<file path="config.mk">
export PLATFORM = sky130hd
export DESIGN_NAME = branch_unit
export DESIGN_NICKNAME = d
export VERILOG_FILES = /design/src/rtl/branch_unit.sv
export SDC_FILE = /design/constraint.sdc
export NUM_CORES = 1
export LEC_CHECK = 0
export BUFFER_PORTS_ARGS = -buffer_cell sky130_fd_sc_hd__clkbuf_2
export CELL_PAD_IN_SITES_DETAIL_PLACEMENT = 1
export CELL_PAD_IN_SITES_GLOBAL_PLACEMENT = 2
export CORE_ASPECT_RATIO = 1.2
export CORE_MARGIN = 4
export CORE_UTILIZATION = 34
export DETAILED_ROUTE_END_ITERATION = 8
export HOLD_SLACK_MARGIN = 0.02
export PLACE_DENSITY = 0.85
export SKIP_CTS_REPAIR_TIMING = 1
export SLEW_MARGIN = 40
export SYNTH_ARGS = -nofsm -noshare
export SYNTH_HDL_FRONTEND = slang
export SYNTH_SLANG_ARGS = --single-unit
</file>
<file path="constraint.sdc">
create_clock -name clk -period 2 [get_ports clk]
set_input_delay 0.1 -clock clk [delete_from_list [all_inputs] [get_ports clk]]
set_output_delay 0.1 -clock clk [all_outputs]
set_load 0.01 [all_outputs]
</file>
<file path="src/rtl/branch_unit.sv">
// rtl/branch_unit.sv - branch decode and return-address stack driving the PC load port
// Tracks opcode/operand bytes, resolves JMP/JZ/JNZ/JC/CALL/RET, and keeps a circular return stack.
module branch_unit #(
  parameter int STACK_DEPTH = 4
) (
  input  logic                           clk,
  input  logic                           rst,
  input  logic [7:0]                     pc_addr,
  input  logic [7:0]                     instr_data,
  input  logic                           other_arg,
  input  logic                           flag_z,
  input  logic                           flag_c,
  output logic                           load_addr,
  output logic [7:0]                     target_addr,
  output logic                           in_operand,
  output logic [$clog2(STACK_DEPTH):0]   stack_count,
  output logic                           stack_err
);

  localparam int SPW = $clog2(STACK_DEPTH);
  localparam int CW  = SPW + 1;
  localparam logic [SPW-1:0] SP_ONE    = SPW'(1);
  localparam logic [CW-1:0]  CNT_ONE   = CW'(1);
  localparam logic [CW-1:0]  CNT_FULL  = CW'(STACK_DEPTH);

  localparam logic [7:0] OP_JMP  = 8'hF0;
  localparam logic [7:0] OP_JZ   = 8'hF1;
  localparam logic [7:0] OP_JNZ  = 8'hF2;
  localparam logic [7:0] OP_JC   = 8'hF3;
  localparam logic [7:0] OP_CALL = 8'hF4;
  localparam logic [7:0] OP_RET  = 8'hF5;

  typedef enum logic {ST_OP, ST_ARG} state_t;

  state_t          state_q, state_d;
  logic [7:0]      op_q, op_d;
  logic [SPW-1:0]  sp_q;
  logic [CW-1:0]   count_q;
  logic            err_q;
  logic [7:0]      stack_q [STACK_DEPTH];

  logic            push, pop, taken;
  logic [SPW-1:0]  sp_m1;

  assign sp_m1 = sp_q - SP_ONE;

  always_comb begin
    state_d     = state_q;
    op_d        = op_q;
    load_addr   = 1'b0;
    target_addr = 8'h00;
    push        = 1'b0;
    pop         = 1'b0;
    taken       = 1'b0;
    case (state_q)
      ST_OP: begin
        if (instr_data >= OP_JMP && instr_data <= OP_CALL) begin
          op_d    = instr_data;
          state_d = ST_ARG;
        end else if (instr_data == OP_RET) begin
          // An empty-stack RET still loads, sending the PC to address 00.
          load_addr   = 1'b1;
          pop         = 1'b1;
          target_addr = (count_q != '0) ? stack_q[sp_m1] : 8'h00;
        end else if (other_arg) begin
          op_d    = 8'h00;
          state_d = ST_ARG;
        end
      end
      ST_ARG: begin
        state_d = ST_OP;
        taken = (op_q == OP_JMP) || (op_q == OP_CALL) ||
                ((op_q == OP_JZ)  &&  flag_z) ||
                ((op_q == OP_JNZ) && !flag_z) ||
                ((op_q == OP_JC)  &&  flag_c);
        if (taken) begin
          load_addr   = 1'b1;
          target_addr = instr_data;
        end
        push = (op_q == OP_CALL);
      end
      default: state_d = ST_OP;
    endcase
    if (rst) begin
      load_addr   = 1'b0;
      target_addr = 8'h00;
      push        = 1'b0;
      pop         = 1'b0;
    end
  end

  always_ff @(posedge clk) begin
    if (rst) begin
      state_q <= ST_OP;
      op_q    <= 8'h00;
      sp_q    <= '0;
      count_q <= '0;
      err_q   <= 1'b0;
    end else begin
      state_q <= state_d;
      op_q    <= op_d;
      if (push) begin
        sp_q <= sp_q + SP_ONE;
        // When full the write lands on the oldest entry, so depth stays saturated.
        if (count_q == CNT_FULL) err_q <= 1'b1;
        else                     count_q <= count_q + CNT_ONE;
      end else if (pop) begin
        if (count_q == '0) begin
          err_q <= 1'b1;
        end else begin
          sp_q    <= sp_m1;
          count_q <= count_q - CNT_ONE;
        end
      end
    end
  end

  always_ff @(posedge clk) begin
    if (push) stack_q[sp_q] <= pc_addr + 8'd1;
  end

  assign in_operand  = (state_q == ST_ARG);
  assign stack_count = count_q;
  assign stack_err   = err_q;

endmodule

</file>
Word level (Yosys, flattened, before mapping) --
Memories as Yosys holds them, arrays and structs flattened. Cells that the tools add are included.
Operators by class: equal/unequal tests 11, bitwise operators 1, reduce and logical (&&, ||, !) cells 18, multipliers 0, order comparisons 2, shift operators 0, muxes and demuxes 35, div/mod/pow operators 0, add/sub/neg operators 5
Operator list (number):
- 8-bit two-way mux | 8
- 8-bit == test (second input constant) | 6
- 1-bit two-way mux | 17
- 8-bit case mux with 2 select lines | 1
- 3-bit two-way mux | 4
- 3-bit AND reduction | 3
- 8-bit by 1-bit adder with 8-bit output (second input constant) | 1
- 8-bit greater-or-equal comparator (second input constant) | 1
- 8-bit <= comparator (second input constant) | 1
- 2-bit two-way mux | 3
- 2-bit != test (second input constant) | 3
- 2-bit nonzero test | 3
- 1-bit logical AND | 4
- 1-bit logical OR | 4
- 1-bit case mux with 2 select lines | 2
- 3-bit by 1-bit adder with 3-bit output (second input constant) | 1
- 3-bit == test (second input constant) | 1
- 3-bit logical NOT | 1
- 3-bit nonzero test | 1
- 3-bit by 1-bit subtractor with 3-bit output (second input constant) | 1
- 2-bit by 1-bit adder with 2-bit output (second input constant) | 1
- 2-bit by 1-bit != test with 1-bit output (second input constant) | 1
- 2-bit AND reduction | 1
- 2-bit by 1-bit subtractor with 2-bit output (second input constant) | 1
- other kinds (2) | 2
Word-level totals: output and inout port bits 14, latch bits 0, register bits after elaboration 15, ROM bits 0, input port bits 21, memories kept 1, memory bits (writable) 32
Memory list:
- stack_q | words 4, bits a word 8, read ports 1, clocked after memory_dff 0, wr ports 1, RTL line 40 | logic [7:0] stack_q [STACK_DEPTH];

Logic depth before layout (Yosys ltp) --
depth after elaboration 8, depth in mapped cells 7, mapped depth without buffers 7

Worst setup path after synthesis --
Ideal clock, no wire load.
path kind reg2reg, start point reg state_q, in the netlist in_operand, end point reg count_q[2], in the netlist stack_count[2], clock period less this slack 2.088 ns, arrival time 1.970 ns, setup time 0.117 ns, path buffers 0, setup slack -0.088 ns, cell stages (with the launch flop) 7, data required time 1.883 ns, cell sequence dfxtp_1 > nand4bb_4 > nor4_4 > inv_1 > fa_1 > a22o_2 > a32o_1
Between the ends: longest elaborated chain between the ends 4, elaborated cells on any way between the ends 9
RTL lines:
- start: declaration | RTL line 35 | state_t state_q, state_d;
- start signal: assignment | RTL line 100 | state_q <= state_d;
- 1-bit two-way mux | RTL line 55 | case (state_q)
- 1-bit two-way mux | RTL line 84 | if (rst) begin
- 2-bit != test (no source line) or 2-bit nonzero test (tied branches)
- 3-bit AND reduction (no source line)
- end signal: assignment | RTL line 106 | else count_q <= count_q + CNT_ONE;
- end signal: assignment | RTL line 112 | count_q <= count_q - CNT_ONE;
- end: declaration | RTL line 38 | logic [CW-1:0] count_q;
Several ways; a longest one is shown, not always the timed one. A chain may end at the register's enable or synchronous reset.

Final worst setup path --
start point reg sp_q[0], end point out target_addr[7]
Between the ends: longest elaborated chain between the ends 7
RTL lines:
- start: declaration | RTL line 37 | logic [SPW-1:0] sp_q;
- start signal: assignment | RTL line 103 | sp_q <= sp_q + SP_ONE;
- start signal: assignment | RTL line 111 | sp_q <= sp_m1;
- 2-bit by 1-bit subtractor with 2-bit output | RTL line 45 | assign sp_m1 = sp_q - SP_ONE;
- memory 4 x 8 bit
- 8-bit two-way mux | RTL line 64 | target_addr = (count_q != '0) ? stack_q[sp_m1] : 8'h00;
- 8-bit two-way mux | RTL line 60 | end else if (instr_data == OP_RET) begin
- 8-bit two-way mux | RTL line 57 | if (instr_data >= OP_JMP && instr_data <= OP_CALL) begin
- 8-bit case mux with 2 select lines | RTL line 55
- 8-bit two-way mux | RTL line 84
- end: declaration | RTL line 14 | output logic [7:0] target_addr,
Every way passes these cells.

==> summary.md <==
| Metric | Value |
|---|---|
| Routed wire length | `5.360 mm` |
| Post-synthesis area per instance | `12.50 um2` |
| CTS H-tree lvls | `2` |
| Syn Nets | `between 200 and 250` |
| Max-cap violations | `0` |
| Final cycle utilization of the critical path | `0.9588` |
| Total CTS buffers | `5` |
| Hold Violations, Final | `0` |
| Worst Hold Path EP | `op_q[1]` |
| Worst slew margin | `0.5770` |
| DR pass1 iterations | `4` |
| Share of layout cells above drive strength 1 | `0.3517` |
| CP required | `1.90 ns` |
| Vias in the first global route | `1762` |
| FP Rows | `32` |
| F_max | `521.5 MHz` |
| Core area | `~6600 um2` |
| Ranking of synthesized cells by area | `edfxtp_1, dfxtp_1, mux4_2` |
| Worst Path Arrival | `1.82 ns` |
| Iter 0 DRT Violations | `79` |
| Worst setup margin | `0.08236 ns` |
| GRT overflow | `0` |
| Beginning of the worst hold path | `instr_data[1]` |
| Ant. Diodes | `0` |
| Post-synthesis sequential area ratio | `0.5367` |
| Clock Path Buffers | `2` |
| Origin of the critical flop-to-flop path | `op_q[4]` |
| Design Area, Final | `2824 um2` |
| Initial antenna violation count | `0` |
| P&R area growth vs syn | `20.18%` |
| Max Transition Viols Final | `0` |
| Pwr dens | `654.8 nW/um2` |
| Full die area | `slightly above 8000 um2` |
| PortBufs | `34` |
| Largest net degree at the start of global routing | `24` |
| TritonCTS clock tree | `built` |
| Post-detail-place hpwl | `4.044 mm` |
| Worst-case reg-to-reg path depth | `6` |
| Final core occ | `0.4301` |
| Clock root buffer | `clkbuf_8` |
| Status | `completed` |
| Post-DP Area | `around 2700 um2` |
| Vias after detailed routing | `between 1.5k and 2k` |
| Flop-to-flop setup slack | `0.11 ns` |
| Post-synth EDFFs | `32` |
| FFs w/ async S/R, synth | `0` |
| Leakage power | `1.069 nW` |
| Routed len/inst | `16.70 um` |
| Clock Skews | `0.01302 ns` |
| Die height | `99.07 um` |
| Worst vdd ir | `0.0004143 V` |
| Width of the chip | `83.89 um` |
| Total GRT Usage | `0.1347` |
| Post-Syn Instances | `188` |
| Post-DR vias/cell | `5.087` |
| Mapped Area | `between 2000 and 2500 um2` |
| Synth Flop Type | `edfxtp_1` |
| Worst hold slack | `0.08550 ns` |
| First-pass GRT wire length | `8.790 mm` |
| Fin crit period | `1.918 ns` |
| GP Congestion | `0.7165` |
| Hold Crit Depth | `3` |
| Nature of the critical path endpoint | `primary output` |
| Synth cell count leaders | `edfxtp_1, inv_1, o21ai_0` |
| Starting density of the core | `0.3579` |
| Seq cells post-synth | `47` |
| Startpoint types | `flip-flop` |
| CTS Sinks | `between 40 and 50` |
| Cell variety after synth | `47` |
| Reg clk slew, reported paths | `0.09 ns` |
| Later-pin clock latency in the skew report | `approximately 0.30 ns` |
| YS warnings | `0` |
| Dpl ws | `~0.099 ns` |
| Worst-path fanout max | `4` |
| Final setup viols | `0` |
| Final net count | `~260` |
| Post-route ant nets | `0` |
| DR DRC count | `0` |
| Area leader, netlist | `edfxtp_1` |
| Post-synth top area share | `0.4089` |
| Total I/O pin count | `35` |
| Tot Pwr | `1.849 mW` |
| Slew at the pin with the worst max-slew slack | `between 0.6 and 0.7 ns` |
| End of the worst register-to-register path | `stack_count[2]` |
| Hold Path Class | `input pin to flip-flop` |
| Count leader, synth | `edfxtp_1` |
| Worst Setup Path Type | `flip-flop to primary output` |
kinds of logic (layout without fill, tap and decap cells):
logic type / after synthesis / count (layout) / synth area share
compound gates: 30 / 30 / 0.08254
fa+ha+maj: 6 / 6 / 0.03514
mux: 11 / 11 / 0.08999
flops: 47 / 47 / 0.5367
xor+xnor: 6 / 6 / 0.02236
simple gates: 65 / 65 / 0.1906
buf+inv: 23 / 71 / 0.04260
per-stage QoR:
step                setup TNS [ns]  cells
floorplan                        0    188
global placement                 0    309
detailed placement               0    309
CTS                         -1.386    317
global route              -0.05292    321
finish                           0    321
worst max-delay path by stage:
stage | start | endpoint | slack [ns]
2_1_floorplan | sp_q[0] | target_addr[0] | 0.003
3_3_place_gp | op_q[3] | stack_count[2] | 0.15
3_5_place_dp | op_q[3] | stack_count[2] | 0.1
4_1_cts | sp_q[1] | target_addr[1] | -0.21
5_1_grt | sp_q[0] | target_addr[2] | -0.02
6_report | sp_q[0] | target_addr[7] | 0.08
registers in the layout, indices dropped and copies added, names as in the netlist:
signal,count
in_operand,1
op_q,8
sp_q,2
stack_count,3
stack_err,1
stack_q,32
per-layer routing:
| layer | routed length [um] | track usage |
|---|---|---|
| met3 | 237 | 0.03177 |
| met1 | 2157 | 0.1511 |
| met4 | 71 | 0.05569 |
| met2 | 2894 | 0.2437 |
| met5 | 0 | 0 |
critical path, stage by stage, from the launching register on:
cell	delay (ns)
dfxtp_2	0.36
inv_1	0.08
ha_4	0.28
buf_4	0.14
mux4_2	0.31
nand3_1	0.09
o21ai_0	0.11
clkbuf_2	0.15
layout make-up:
type / instances / area [um2]
tap: 85 / 106.4
clock buffer: 5 / 68.82
sequential: 47 / 1265
inverter: 16 / 60.06
clock inverter: 3 / 46.29
multi-input combinational: 118 / 1006
fill: 722 / 3742
timing repair buffer: 47 / 271.5
where the power goes:
part,switching (mW),internal [mW],total (mW)
combinational,0.0593,0.0412,0.101
sequential,0.00231,1.04,1.05
clock,0.327,0.376,0.704
total,0.389,1.46,1.85
placed cells by master (no fill, tap or decap), types with 5 or more instances in the layout:
master,Yosys,layout
a21oi_1,5,5
buf_4,1,12
clkbuf_2,0,34
clkbuf_8,0,5
dfxtp_1,15,12
edfxtp_1,32,32
inv_1,16,16
mux4_2,8,8
nand2b_1,9,9
nand3_1,12,11
nor2_1,14,14
o21ai_0,16,16
(Power assumes the default switching activity.)
